<file path="config.mk">
export PLATFORM = sky130hd
export DESIGN_NAME = forward_scoreboard_flat
export DESIGN_NICKNAME = d
export VERILOG_FILES = /design/src/rtl/fwd_pkg.sv /design/src/rtl/forward_scoreboard_if.sv /design/src/rtl/fwd_port_match.sv /design/src/rtl/forward_scoreboard.sv /design/src/flat_wrapper.sv
export SDC_FILE = /design/constraint.sdc
export NUM_CORES = 1
export LEC_CHECK = 0
export ABC_AREA = 0
export BUFFER_PORTS_ARGS = -buffer_cell sky130_fd_sc_hd__buf_2
export CORE_MARGIN = 2
export CORE_UTILIZATION = 52
export DETAILED_ROUTE_END_ITERATION = 10
export PLACE_DENSITY = 0.79
export SYNTH_ARGS = -nofsm -noshare
export SYNTH_HDL_FRONTEND = slang
export SYNTH_SLANG_ARGS = --single-unit
</file>
<file path="constraint.sdc">
create_clock -name clk -period 2.05 [get_ports clk]
set_clock_uncertainty 0.05 [all_clocks]
set_input_delay 0.205 -clock clk [delete_from_list [all_inputs] [get_ports clk]]
set_output_delay 0.205 -clock clk [all_outputs]
set_load 0.01 [all_outputs]
</file>
<file path="src/rtl/fwd_pkg.sv">
// Shared types for the forwarding scoreboard: write-source codes and the
// tracked-writer entry.
package fwd_pkg;

   typedef enum logic [2:0] {
      WS_MEM   = 3'd0,
      WS_ALU   = 3'd1,
      WS_SP    = 3'd2,
      WS_INPUT = 3'd3,
      WS_IMM   = 3'd4
   } wsrc_e;

   // Operand mux select meaning "read the register file, no forward".
   localparam logic [2:0] SEL_REGFILE = 3'd2;

   // Entry address field is fixed-width so the struct is parameter-independent;
   // register addresses are zero-extended into it (supports up to 256 registers).
   localparam int ENT_AW = 8;

   typedef struct packed {
      logic              valid;
      logic [ENT_AW-1:0] waddr;
      wsrc_e             wsrc;
   } entry_t;

endpackage

</file>
<file path="src/rtl/forward_scoreboard_if.sv">
// Decode-side bus of the forwarding scoreboard: issue, source reads, pipeline
// controls and the per-port forward selects.
interface forward_scoreboard_if #(
   parameter int NUM_REGS  = 4,
   parameter int NUM_PORTS = 2,
   parameter int DEPTH     = 2
);
   localparam int REG_AW = $clog2(NUM_REGS);
   localparam int STG_W  = (DEPTH > 1) ? $clog2(DEPTH) : 1;

   logic                                 issue_valid;
   logic                                 issue_we;
   logic [REG_AW-1:0]                    issue_waddr;
   logic [2:0]                           issue_wsrc;
   logic [NUM_PORTS-1:0]                 rd_en;
   logic [NUM_PORTS-1:0][REG_AW-1:0]     rd_addr;
   logic                                 freeze;
   logic                                 flush;
   logic [NUM_PORTS-1:0][2:0]            fwd_src;
   logic [NUM_PORTS-1:0][STG_W-1:0]      fwd_stage;
   logic                                 load_use_stall;
   logic [15:0]                          stall_count;

   modport master (
      output issue_valid, issue_we, issue_waddr, issue_wsrc,
      output rd_en, rd_addr, freeze, flush,
      input  fwd_src, fwd_stage, load_use_stall, stall_count
   );

   modport slave (
      input  issue_valid, issue_we, issue_waddr, issue_wsrc,
      input  rd_en, rd_addr, freeze, flush,
      output fwd_src, fwd_stage, load_use_stall, stall_count
   );

endinterface

</file>
<file path="src/rtl/fwd_port_match.sv">
// One source read port: finds the youngest in-flight writer of its register
// and reports its write source and stage index.
module fwd_port_match
   import fwd_pkg::*;
#(
   parameter int DEPTH    = 2,
   parameter int STG_W    = 1,
   parameter int REG_AW   = 2,
   parameter int EXCL_REG = 3
) (
   input  logic                 rd_en_i,
   input  logic [REG_AW-1:0]    rd_addr_i,
   input  entry_t [DEPTH-1:0]   ent_i,
   output logic [2:0]           src_o,
   output logic [STG_W-1:0]     stage_o,
   output logic                 ld_hit_o
);

   logic addr_ok;

   assign addr_ok = rd_en_i && (rd_addr_i != REG_AW'(EXCL_REG));

   // Scan oldest to youngest so the lowest-index match is the one that sticks.
   always_comb begin
      src_o   = SEL_REGFILE;
      stage_o = '0;
      for (int i = DEPTH - 1; i >= 0; i--) begin
         if (addr_ok && ent_i[i].valid && (ent_i[i].wsrc != WS_SP) &&
             (ent_i[i].waddr == ENT_AW'(rd_addr_i))) begin
            src_o   = ent_i[i].wsrc;
            stage_o = STG_W'(i);
         end
      end
   end

   // Only the immediately preceding instruction can cause a load-use hazard.
   assign ld_hit_o = (src_o == WS_MEM) && (stage_o == '0);

endmodule

</file>
<file path="src/rtl/forward_scoreboard.sv">
// Tracks in-flight register writers and drives operand-forward selects and the
// load-use stall for the decode stage.
module forward_scoreboard
   import fwd_pkg::*;
#(
   parameter int NUM_REGS  = 4,
   parameter int NUM_PORTS = 2,
   parameter int DEPTH     = 2,
   parameter int EXCL_REG  = NUM_REGS - 1
) (
   input  logic                   clk,
   input  logic                   rst,
   forward_scoreboard_if.slave    bus
);

   localparam int REG_AW = $clog2(NUM_REGS);
   localparam int STG_W  = (DEPTH > 1) ? $clog2(DEPTH) : 1;

   entry_t [DEPTH-1:0]               ent_q, ent_d;
   logic [15:0]                      cnt_q, cnt_d;
   logic [NUM_PORTS-1:0]             ld_hit;
   logic [NUM_PORTS-1:0][2:0]        src;
   logic [NUM_PORTS-1:0][STG_W-1:0]  stage;
   logic                             stall;

   for (genvar p = 0; p < NUM_PORTS; p++) begin : g_port
      fwd_port_match #(
         .DEPTH    (DEPTH),
         .STG_W    (STG_W),
         .REG_AW   (REG_AW),
         .EXCL_REG (EXCL_REG)
      ) u_match (
         .rd_en_i   (bus.rd_en[p]),
         .rd_addr_i (bus.rd_addr[p]),
         .ent_i     (ent_q),
         .src_o     (src[p]),
         .stage_o   (stage[p]),
         .ld_hit_o  (ld_hit[p])
      );
   end

   assign stall              = (|ld_hit) && !bus.freeze;
   assign bus.fwd_src        = src;
   assign bus.fwd_stage      = stage;
   assign bus.load_use_stall = stall;
   assign bus.stall_count    = cnt_q;

   always_comb begin
      ent_d = ent_q;
      cnt_d = cnt_q;
      if (stall && (cnt_q != 16'hFFFF)) begin
         cnt_d = cnt_q + 16'd1;
      end
      if (bus.flush) begin
         for (int i = 0; i < DEPTH; i++) begin
            ent_d[i].valid = 1'b0;
         end
      end else if (!bus.freeze) begin
         for (int i = 1; i < DEPTH; i++) begin
            ent_d[i] = ent_q[i-1];
         end
         // A stalled decode inserts a bubble; the held instruction re-issues later.
         if (stall) begin
            ent_d[0] = '0;
         end else begin
            ent_d[0].valid = bus.issue_valid && bus.issue_we;
            ent_d[0].waddr = ENT_AW'(bus.issue_waddr);
            ent_d[0].wsrc  = wsrc_e'(bus.issue_wsrc);
         end
      end
   end

   always_ff @(posedge clk) begin
      if (rst) begin
         ent_q <= '0;
         cnt_q <= '0;
      end else begin
         ent_q <= ent_d;
         cnt_q <= cnt_d;
      end
   end

endmodule

</file>
<file path="src/flat_wrapper.sv">
// flat-port wrapper written by rule: the top's interface ports become plain ports
module forward_scoreboard_flat import fwd_pkg::*;
#(
   parameter int NUM_REGS  = 4,
   parameter int NUM_PORTS = 2,
   parameter int DEPTH     = 2,
   parameter int EXCL_REG  = NUM_REGS - 1
)
  (clk, rst, bus_issue_valid, bus_issue_we, bus_issue_waddr, bus_issue_wsrc, bus_rd_en, bus_rd_addr, bus_freeze, bus_flush, bus_fwd_src, bus_fwd_stage, bus_load_use_stall, bus_stall_count);
  forward_scoreboard_if #(.NUM_REGS(NUM_REGS), .NUM_PORTS(NUM_PORTS), .DEPTH(DEPTH)) bus_i ();
  input  logic clk;
  input  logic rst;
  input wire logic [$bits(bus_i.issue_valid)-1:0] bus_issue_valid;
  input wire logic [$bits(bus_i.issue_we)-1:0] bus_issue_we;
  input wire logic [$bits(bus_i.issue_waddr)-1:0] bus_issue_waddr;
  input wire logic [$bits(bus_i.issue_wsrc)-1:0] bus_issue_wsrc;
  input wire logic [$bits(bus_i.rd_en)-1:0] bus_rd_en;
  input wire logic [$bits(bus_i.rd_addr)-1:0] bus_rd_addr;
  input wire logic [$bits(bus_i.freeze)-1:0] bus_freeze;
  input wire logic [$bits(bus_i.flush)-1:0] bus_flush;
  output wire logic [$bits(bus_i.fwd_src)-1:0] bus_fwd_src;
  output wire logic [$bits(bus_i.fwd_stage)-1:0] bus_fwd_stage;
  output wire logic [$bits(bus_i.load_use_stall)-1:0] bus_load_use_stall;
  output wire logic [$bits(bus_i.stall_count)-1:0] bus_stall_count;
  assign bus_i.issue_valid = bus_issue_valid;
  assign bus_i.issue_we = bus_issue_we;
  assign bus_i.issue_waddr = bus_issue_waddr;
  assign bus_i.issue_wsrc = bus_issue_wsrc;
  assign bus_i.rd_en = bus_rd_en;
  assign bus_i.rd_addr = bus_rd_addr;
  assign bus_i.freeze = bus_freeze;
  assign bus_i.flush = bus_flush;
  assign bus_fwd_src = bus_i.fwd_src;
  assign bus_fwd_stage = bus_i.fwd_stage;
  assign bus_load_use_stall = bus_i.load_use_stall;
  assign bus_stall_count = bus_i.stall_count;
  forward_scoreboard #(.NUM_REGS(NUM_REGS), .NUM_PORTS(NUM_PORTS), .DEPTH(DEPTH), .EXCL_REG(EXCL_REG)) u_core (.clk(clk), .rst(rst), .bus(bus_i));
endmodule
</file>
* Word level (Yosys, flattened, before mapping)
Cells that the tools add are included.
Cells by class: $add $sub $neg 1, multiply operators 0, div/mod/pow operators 0, magnitude comparators 0, eq/ne operators 9, shift-type cells 0, multiplexer cells 9, bitwise operators 4, reductions and logical operators 25
Operators by type and width (count):
- 8-bit by 2-bit == test with 1-bit output | 4
- 1-bit logical AND | 19
- 16-bit by 1-bit adder with 16-bit output (second input constant) | 1
- 16-bit != test (second input constant) | 1
- 12-bit two-way mux | 1
- 3-bit two-way mux | 4
- 3-bit zero test | 2
- 3-bit by 2-bit != test with 1-bit output (second input constant) | 2
- 1-bit two-way mux | 4
- 2-bit != test (second input constant) | 2
- 1-bit NOT | 4
- 2-bit OR reduction | 2
- 2-bit AND reduction | 1
- 1-bit zero test | 1
Storage, ports and cells: bits in registers 40, bits in latches 0, RAM bits 0, bits in read-only memories 0, bits of input ports 17, output and inout bits 25, word-level logic and storage cells 55, memories 0

* Depth between registers and ports, before layout
Gate-level depths: netlist of the first run.
depth in word-level cells 12, mapped depth 8, depth with buffers taken out 6

* By module
A second synthesis of the first run with hierarchy kept.
Unflattened totals: cell total of the unflattened synthesis 194, area total of the unflattened synthesis 1669.1 um^2
By module, submodules not included:
- forward_scoreboard | times used 1, cells an instance 148, area an instance 1271.2 um^2
- fwd_port_match | times used 2, cells an instance 23, area an instance 198.9 um^2

* Worst setup path before layout of the first run
Ideal clock, no wire load.
kind register to register, start point reg u_core.cnt_q[6], in the netlist u_core.bus.stall_count[6], end point reg u_core.cnt_q[6], in the netlist u_core.bus.stall_count[6], arrival time 1.676 ns, data required time 1.879 ns, path slack 0.203 ns, stages on the path, launching flop included 8, buffers on the path 2, period minus slack after synthesis 1.847 ns, cell sequence dfxtp_1 -> and2_1 -> clkbuf_2 -> nand4_2 -> nor4_4 -> buf_4 -> nor4_1 -> mux2_2
On the way: cells in the longest elaborated chain, start to end 2, elaborated cells on any way between the ends 3, those cells by class add/sub: 1; eq/ne: 1; reduce/logical: 1
Ends and longest elaborated chain:
- from (decl) | RTL line forward_scoreboard.sv:20 | logic [15:0] cnt_q, cnt_d;
- from (signal assigned) | RTL line forward_scoreboard.sv:79 | cnt_q <= cnt_d;
- branches (longest 2 deep; another with 16-bit by 1-bit adder with 16-bit output)
Parallel ways; which one is timed is not known. A chain may end at the register's enable or synchronous reset.

* Worst setup path after layout of the first run
start point reg u_core.ent_q[3] in the netlist's numbering, end point reg u_core.cnt_q[13], in the netlist u_core.bus.stall_count[13]
On the way: cells in the longest elaborated chain, start to end 8, elaborated cells on any way between the ends 17, those cells by class eq/ne: 2; mux: 4; bitwise: 2; reduce/logical: 9
Ends and longest elaborated chain:
- from (decl) | RTL line forward_scoreboard.sv:19 | entry_t [DEPTH-1:0] ent_q, ent_d;
- from (signal assigned) | RTL line forward_scoreboard.sv:78 | ent_q <= ent_d;
- 8-bit by 2-bit == test with 1-bit output | RTL line fwd_port_match.sv:29 | (ent_i[i].waddr == ENT_AW'(rd_addr_i))) begin
- 1-bit logical AND | RTL line fwd_port_match.sv:28 | if (addr_ok && ent_i[i].valid && (ent_i[i].wsrc != WS_SP) &&
- 3-bit two-way mux or 1-bit two-way mux (tied branches) | RTL line fwd_port_match.sv:28
- 3-bit zero test or 1-bit NOT (tied branches) | RTL line fwd_port_match.sv:37 | assign ld_hit_o = (src_o == WS_MEM) && (stage_o == '0);
- 1-bit logical AND | RTL line fwd_port_match.sv:37
- 2-bit OR reduction (*) | RTL line forward_scoreboard.sv:42 | assign stall = (|ld_hit) && !bus.freeze;
- 1-bit logical AND (*) | RTL line forward_scoreboard.sv:42
- 1-bit logical AND (*) | RTL line forward_scoreboard.sv:51 | if (stall && (cnt_q != 16'hFFFF)) begin
Every way passes the cells marked *; elsewhere a longest branch is shown, timed or not.

==> results of run 1 <==
-- power groups by stage --
stage	Clock, mW	Combinational, mW	Sequential (mW)
after floorplan	0	0.0472	0.571
after global placement	0	0.0807	0.572
after detailed placement	0	0.0808	0.572
after CTS	0.285	0.0830	0.561
after global routing	0.304	0.106	0.561
final	0.274	0.0947	0.560
-- sequential cells by signal, summed over array words and instances, names as in the netlist --
name                    cells
u_core.bus.stall_count     16
u_core.ent_q               12
-- placed cells by master, fill, tap and decap left out, drive strengths merged --
cell type,instances
a211oi,1
a21oi,24
a22o,4
a22oi,4
a2bb2oi,1
a31oi,1
a32o,1
and2,1
and3,2
and4,3
and4bb,2
buf,59
clkbuf,4
dfxtp,28
dlygate4sd3,1
ha,1
inv,8
mux2,2
mux2i,1
nand2,22
nand3,10
nand3b,1
nand4,4
nor2,11
nor2b,2
nor3,6
nor3b,3
nor4,5
nor4bb,2
o211a,1
o211ai,1
o21ai,7
o31ai,11
or2,2
or3,1
or4,9
xnor2,3
xor2,1
-- metrics by stage --
| stage | hold slack (ns) | util (%) | total power [mW] | instances |
|---|---|---|---|---|
| 6_report | 0.0425 | 69.7 | 0.929 | 283 |
| 3_3_place_gp | 0.369 | 62.5 | 0.652 | 270 |
| 2_1_floorplan | 0.234 | - | 0.618 | 197 |
| 5_1_grt | 0.0447 | 69.7 | 0.971 | 283 |
| 4_1_cts | 0.00558 | 64.6 | 0.929 | 275 |
| 3_5_place_dp | 0.377 | 62.5 | 0.653 | 270 |
-- cell families after synthesis --
group / count (synthesis) / share of synthesized area (%)
fa+ha+maj: 1 / 0.770
compound gates: 56 / 22.7
flops: 28 / 34.5
buf+inv: 19 / 6.09
simple gates: 86 / 31.7
xor+xnor: 4 / 2.16
mux: 3 / 2.00
-- per-layer routing --
metal  track usage (%)  wire [um]
met5                 0          0
met4              5.40         36
met3              4.55        172
met2              38.4       1850
met1              28.2       1780
-- path summary, 6_finish.rpt --
path / from / endpoint / slack (ns) / cells after the start
max: u_core.ent_q[3] / u_core.bus.stall_count[13] / 0.03 / 7
min: bus_issue_wsrc[0] / u_core.ent_q[0] / 0.04 / 3
max reg2reg: u_core.ent_q[3] / u_core.bus.stall_count[13] / 0.03 / 7
min reg2reg: u_core.ent_q[13] / u_core.ent_q[13] / 0.42 / 2
-- critical path, stage by stage, from the launching register on --
cell	delay, ns
dfxtp_4	0.39
and4bb_1	0.32
a22o_4	0.16
o211ai_4	0.10
buf_8	0.17
buf_4	0.14
or4_4	0.50
a21oi_1	0.15
-- timing repair --
item,CTS,global route
hold endpoints to repair,0,1
endpoints found under the setup margin,4,16
hold buffers,0,1
resized for setup,6,24
pin swaps,1,17
setup buffers,1,7
-- layout make-up --
type / count / area [um2] / area share (%)
clock buffers: 4 / 36.3 / 1.73
inverters: 8 / 30.0 / 1.43
multi-input cells: 150 / 1050 / 50.1
flip-flops and latches: 28 / 571 / 27.3
well taps: 33 / 41.3 / 1.97
repair buffers: 60 / 365 / 17.5
==> qor.csv, run 1 <==
metric,value,unit
status,"complete, no violations",
number of synthesized register bits,28,
Hold Fails Final Rpt,0,
Crit Path Category,flip-flop to flip-flop,
largest net degree at the start of global routing,31,
Clock Tree Buf Depth,2,
Async SR Flop Fraction,0,%
Core ar.,3000,um2
Synth Warn #,0,
Peak VDD IR,0.350,mV
Die W,59.9,um
worst min-delay path class,input pin to flip-flop,
vias in the first global route,1402,
"Top FF cell, synth",dfxtp_1,
Synth top area share,34.5,%
Setup crit end kind,flip-flop,
clock sink count,28,
Post-synth top cells,"dfxtp_1 (28), a21oi_1 (24), nand2_1 (22)",
fmax,494,MHz
htree depth,1,
number of DRC markers in iteration 0,74,
final net count,269,
vias per cell,5.85,
Avg Synthesized Cell Area,8.24,um2
setup slack after layout,0.0274,ns
WP data arrival,2.25,ns
Tmin final,2.02,ns
Die Area,3590,um2
Worst-Skew Late Latency,0.34,ns
Initial Util,54.1,%
Reg power frac,60.3,%
PD cells,444,nW/um2
count of cell types in the netlist,44,
router iterations before antenna repair,4,
unrepaired setup endpoints after global routing,true,
final wirelength,3840,um
Total GRT Usage,22.2,%
post-synth top area cell,dfxtp_1,
clock-pin transition on the worst setup and hold timing paths,0.15,ns
dpl ws,0.0651,ns
worst path required time,2.28,ns
drc violations,0,
global-route wire length before repair,6070,um
filler instances,242,
Placer Congestion,0.826,
routed len/inst,13.6,um
Worst Path Max Fanout,12,
maxcap violations,0,
Area contributors post-synth,"dfxtp_1 (35%), a21oi_1 (7.4%), nand2_1 (5.1%)",
Slew @ Worst Pin,0.543,ns
"count leader, synth",dfxtp_1,
Final Cell Area,2090,um2
Post-synth EDFFs,0,
sequential area share after synthesis,34.5,%
combinational share of power,10.2,%
worst relative slew slack,63.8,%
# port buffers,41,
Die Span Y,59.9,um
Setup crit start kind,flip-flop,
final setup fails,0,
Setup TNS,0,ns
area post-placement,1880,um2
LEAKAGE,0.829,nW
Layout area overhead,28.9,%
internal power,0.701,mW
GRT overflow,0,
Sw Share,24.6,%
Clk pwr share,29.5,%
layout cells sized above 1,36.8,%
CTS buffer count,3,
dpl hpwl,2630,um
Antenna Nets Post-Route,0,
Gate Count Post-Synth,197,
mapped cell area,1620,um2
clk root buf,clkbuf_4,
fin crit share,98.7,%
"Net Count, Synth",215,
Inserted Diodes,0,
initial antenna violation count,0,
I/O pins,42,
Sw Pwr,0.228,mW
fin. max-slew vios,0,
CTS tree,built,
FP Rows,20,
DR vias,1656,
Power figures use the tool's default switching activity.
==> inputs of run 2 (changes only) <==
--- a/config.mk
+++ b/config.mk
@@ -5,12 +5,13 @@
 export SDC_FILE = /design/constraint.sdc
 export NUM_CORES = 1
 export LEC_CHECK = 0
-export ABC_AREA = 0
-export BUFFER_PORTS_ARGS = -buffer_cell sky130_fd_sc_hd__buf_2
+export ABC_AREA = 1
 export CORE_MARGIN = 2
-export CORE_UTILIZATION = 52
+export CORE_UTILIZATION = 55
 export DETAILED_ROUTE_END_ITERATION = 10
-export PLACE_DENSITY = 0.79
+export DONT_BUFFER_PORTS = 1
+export PLACE_DENSITY = 0.7
+export RECOVER_POWER = 50
 export SYNTH_ARGS = -nofsm -noshare
 export SYNTH_HDL_FRONTEND = slang
 export SYNTH_SLANG_ARGS = --single-unit
==> qor.csv, run 2 <==
metric,value,unit
Synth Warn #,0,
I/O pins,42,
Worst path top cell family by delay,simple AND/OR/NAND/NOR gates,
"Top FF cell, synth",dfxtp_1,
Setup crit end kind,primary output,
Placer Congestion,0.896,
Sw Share,24.1,%
post-synth top area cell,dfxtp_1,
dpl hpwl,3120,um
Layout area overhead,17.7,%
final wirelength,4320,um
GRT overflow,0,
number of DRC markers in iteration 0,82,
Pwr Total,1.06,mW
fmax,519,MHz
layout cells sized above 1,16.7,%
combinational share of power,10.9,%
DR vias,1826,
unrepaired setup endpoints after global routing,true,
Post-Synth Simple-Gate Area,42.6,%
Antenna Nets Post-Route,0,
Die Area,3850,um2
Slowest cell on crit path,dfxtp_2,
"most common cell after layout, fill and taps aside",nand2_1,
CTS buffer count,3,
global-route wire length before repair,6470,um
Inst Count DP,351,
max reg flops,16,
clk root buf,clkbuf_4,
area post-placement,1930,um2
worst path required time,1.79,ns
CTS tree,built,
hold slack,0.146,ns
vias in the first global route,1580,
most frequent cells in the layout,"nand2_1 (87), inv_1 (46), nor2_1 (37), dfxtp_1 (20)",
routed len/inst,11.7,um
htree depth,1,
"count leader, synth",nand2_1,
mux share of post-synthesis cell area,0,%
Total GRT Usage,22.1,%
worst relative slew slack,58.4,%
Initial Util,56.5,%
Compound-Gate Fraction of Synth Area,8.91,%
clock sink count,28,
router iterations before antenna repair,4,
Post-synth top cells,"nand2_1 (89), inv_1 (49), nor2_1 (40)",
Avg Synthesized Cell Area,6.12,um2
Slew @ Worst Pin,0.620,ns
Worst-Skew Late Latency,0.34,ns
Reg power frac,54.3,%
number of synthesized register bits,28,
setup slack after layout,0.121,ns
Area contributors post-synth,"dfxtp_1 (30%), nand2_1 (18%), inv_1 (9.9%)",
drc violations,0,
Async SR Flop Fraction,0,%
Setup crit start kind,flip-flop,
Crit Path Category,flip-flop to primary output,
Synth Area in XOR/XNOR,3.78,%
FP Rows,21,
Peak VDD IR,0.280,mV
vias per cell,4.95,
Hold Fails Final Rpt,0,
worst min-delay path class,input pin to flip-flop,
initial antenna violation count,0,
largest net degree at the start of global routing,20,
status,"complete, no violations",
clock-pin transition on the worst setup and hold timing paths,0.17,ns
Inserted Diodes,0,
Core ar.,3280,um2
largest family of logic cells by synthesized area,simple AND/OR/NAND/NOR gates,
Die W,62.1,um
Worst Path Max Fanout,10,
"Net Count, Synth",321,
internal power,0.801,mW
# port buffers,0,
crit path cell chain,inv_2 > nand2_1 > nand2_2 > nor2_4 > nand2_2 > nand2_1 > nand2_1 > nand2_2 > nand2_8 > nand2_8 > inv_2,
CP max stage delay,0.39,ns
PD cells,484,nW/um2
dpl ws,0.213,ns
Sw Pwr,0.254,mW
Bufs and invs on worst path,2,
Gate Count Post-Synth,303,
Setup TNS,0,ns
Final Cell Area,2180,um2
Clock Tree Buf Depth,2,
maxcap violations,0,
WP data arrival,1.67,ns
Tmin final,1.93,ns
Clk pwr share,34.9,%
Synth Area in Adders,0.675,%
Synth top area share,30.2,%
fin crit share,94.1,%
sequential area share after synthesis,30.2,%
Post-synth EDFFs,0,
LEAKAGE,1.03,nW
Final Non-Filler Cells,369,
Die Span Y,62.1,um
count of cell types in the netlist,33,
final net count,342,
mapped cell area,1850,um2
"Core Util, Final",66.4,%
final setup fails,0,
fin. max-slew vios,0,
## run 2: changes by cell type after synthesis, sizes merged, moves of 4 or more
cell	delta
a21oi	-6
a22o	-4
inv	+45
nand2	+70
nand3	+9
nand4	+7
nor2	+32
nor4	-4
o31ai	-11
or4	-9
xor2	+6
## run 2: area by class of cell
type                            instances  area, um2
Fill cell                             302       1100
Multi-Input combinational cell        213       1090
Sequential cell                        28        573
Inverter                               54        208
Timing Repair Buffer                   24        205
Tap cell                               46       57.6
Clock inverter                          1       30.0
Clock buffer                            3       22.5
## run 2: worst reg2reg max path: stages, from the launching register on
cell and delay, ns:
dfxtp_2 0.39, inv_2 0.05, nand2_1 0.06, nand2_2 0.06
nor2_4 0.15, nand2_2 0.09, nand2_1 0.07, nand2_1 0.08
nand2_2 0.14, nand2_8 0.10, buf_4 0.16, nand3_4 0.16
nand2_1 0.09, nand2_1 0.07, nor2_1 0.04
## run 2: metal layers
| metal | part of all wire (%) | vias up | wire, um | track usage (%) |
|---|---|---|---|---|
| li1 | - | 982 | - | - |
| met1 | 44 | 783 | 1900 | 26.3 |
| met2 | 48 | 54 | 2080 | 40.0 |
| met3 | 6.3 | 7 | 274 | 3.73 |
| met4 | 1.5 | 0 | 65 | 7.29 |
| met5 | 0 | - | 0 | 0 |
## run 2: logic make-up after synthesis
kind of cell | after synthesis
flip-flops | 28
AO/OA/AOI/OAI | 31
adder cells (fa/ha/maj) | 1
XOR/XNOR | 8
buffers and inverters | 62
AND/OR/NAND/NOR | 173
## run 2: final timing paths
path	startpoint	end	slack, ns	depth (start not counted)
worst max-delay path	u_core.ent_q[3]	bus_load_use_stall	0.12	11
worst max register to register	u_core.ent_q[3]	u_core.bus.stall_count[12]	0.19	14
worst min register to register	u_core.ent_q[2]	u_core.ent_q[2]	0.45	2
worst min-delay path	bus_flush	u_core.ent_q[15]	0.15	3
## run 2: repair_timing
action                                  CTS  global route
resized for setup                         8            18
pin swaps                                 0             4
setup buffers                             0             4
hold buffers                             10             1
endpoints found under the setup margin    1            10
hold endpoints to repair                 12             1
## run 2: power groups by stage
stage	Clock [mW]	Combinational, mW	Sequential [mW]
final	0.368	0.115	0.573
after global routing	0.398	0.129	0.575
after CTS	0.378	0.109	0.571
after detailed placement	0	0.0890	0.582
after global placement	0	0.0878	0.582
after floorplan	0	0.0753	0.580
==> inputs of run 3 (changes only) <==
--- a/config.mk
+++ b/config.mk
@@ -10,7 +10,7 @@
 export CORE_UTILIZATION = 55
 export DETAILED_ROUTE_END_ITERATION = 10
 export DONT_BUFFER_PORTS = 1
-export PLACE_DENSITY = 0.7
+export PLACE_DENSITY = 0.75
 export RECOVER_POWER = 50
 export SYNTH_ARGS = -nofsm -noshare
 export SYNTH_HDL_FRONTEND = slang
==> qor.csv, run 3 (synthesized netlist as in run 2, its figures left out) <==
metric,value,unit
"Core Util, Final",65.3,%
Inserted Diodes,0,
final setup fails,0,
global-route wire length before repair,6490,um
Placer Congestion,0.899,
Hold Fails Final Rpt,0,
Peak VDD IR,0.292,mV
Setup crit start kind,flip-flop,
routed len/inst,11.9,um
router iterations before antenna repair,4,
status,"complete, no violations",
clock sink count,28,
final wirelength,4370,um
Worst Path Max Fanout,6,
dpl ws,0.127,ns
worst relative slew slack,62.2,%
Final Non-Filler Cells,368,
Setup TNS,0,ns
clk root buf,clkbuf_4,
most frequent cells in the layout,"nand2_1 (85), inv_1 (47), nor2_1 (36), dfxtp_1 (21)",
layout cells sized above 1,15.2,%
drc violations,0,
vias in the first global route,1599,
Clock Tree Buf Depth,2,
Inst Count DP,347,
number of DRC markers in iteration 0,81,
WP data arrival,1.70,ns
FP Rows,21,
GRT overflow,0,
Reg area,574,um2
Total GRT Usage,22.4,%
final net count,341,
Layout area overhead,15.6,%
LEAKAGE,0.999,nW
maxcap violations,0,
Multi-input gate area,1090,um2
I/O pins,42,
clock-pin transition on the worst setup and hold timing paths,0.15,ns
Initial Util,56.5,%
Die W,62.1,um
Worst-Skew Late Latency,0.33,ns
"most common cell after layout, fill and taps aside",nand2_1,
largest net degree at the start of global routing,20,
# port buffers,0,
Antenna Nets Post-Route,0,
worst path required time,1.79,ns
fin. max-slew vios,0,
Die Span Y,62.1,um
area post-placement,1900,um2
Slew @ Worst Pin,0.564,ns
Crit Path Category,flip-flop to primary output,
fin crit share,95.3,%
initial antenna violation count,0,
Final Cell Area,2140,um2
htree depth,1,
dpl hpwl,3090,um
fmax,512,MHz
PD cells,448,nW/um2
Tmin final,1.95,ns
Setup crit end kind,primary output,
vias per cell,5.06,
DR vias,1863,
filler instances,334,
Core ar.,3280,um2
CTS tree,built,
max reg flops,16,
CTS buffer count,3,
setup slack after layout,0.0958,ns
Die Area,3850,um2
worst min-delay path class,input pin to flip-flop,
==> run 3: changes by cell type in the layout (fill, tap and decap cells not counted), sizes merged <==
| cell | delta |
|---|---|
| buf | -7 |
| clkbuf | +7 |
| bufinv | -1 |
==> run 3: worst max-delay path, cell delays in order (launching register included) <==
cell and delay (ns):
dfxtp_2 0.37, inv_4 0.09, nand3_2 0.09, nand3_1 0.08
and2b_2 0.25, inv_1 0.11, nand2_1 0.09, inv_2 0.13
nand2_1 0.07, o21ai_2 0.08
==> run 3: repair_timing <==
item,CTS,global route
pin swaps,0,4
cloned,0,0
endpoints found under the hold margin,12,0
gates resized for setup,4,25
hold buffers,10,0
setup buffers,0,7
endpoints found under the setup margin,1,18
==> run 3: stage by stage <==
stage	total power, mW	hold slack [ns]
2_1_floorplan	0.655	0.291
3_3_place_gp	0.669	0.226
3_5_place_dp	0.670	0.230
4_1_cts	0.964	0.147
5_1_grt	1.01	0.166
6_report	0.961	0.152
==> run 3: final cells by class <==
| type | instances | area share, % |
|---|---|---|
| Multi-Input combinational cell | 213 | 51.1 |
| Sequential cell | 28 | 26.8 |
| Inverter | 54 | 9.57 |
| Timing Repair Buffer | 23 | 8.17 |
| Tap cell | 46 | 2.69 |
| Clock buffer | 4 | 1.69 |
==> run 3: routing by layer <==
layer	global-route usage [%]	up-vias	share of wire [%]
met1	26.7	823	42
met4	6.69	0	1.3
li1	-	975	-
met5	0	-	0
met2	41.5	59	51
met3	2.90	6	6.3
==> run 3: power breakdown <==
group / internal, mW / total, mW / switching (mW)
Clock: 0.109 / 0.276 / 0.167
Sequential: 0.556 / 0.570 / 0.0139
Combinational: 0.0452 / 0.115 / 0.0697
==> run 3: path summary, 6_finish.rpt <==
check | from | cells after the start | endpoint | slack, ns
max | u_core.ent_q[2] | 9 | bus_fwd_src[3] | 0.1
min | bus_flush | 3 | u_core.ent_q[14] | 0.15
max reg2reg | u_core.ent_q[4] | 11 | u_core.ent_q[11] | 0.12
min reg2reg | u_core.ent_q[0] | 2 | u_core.ent_q[0] | 0.44
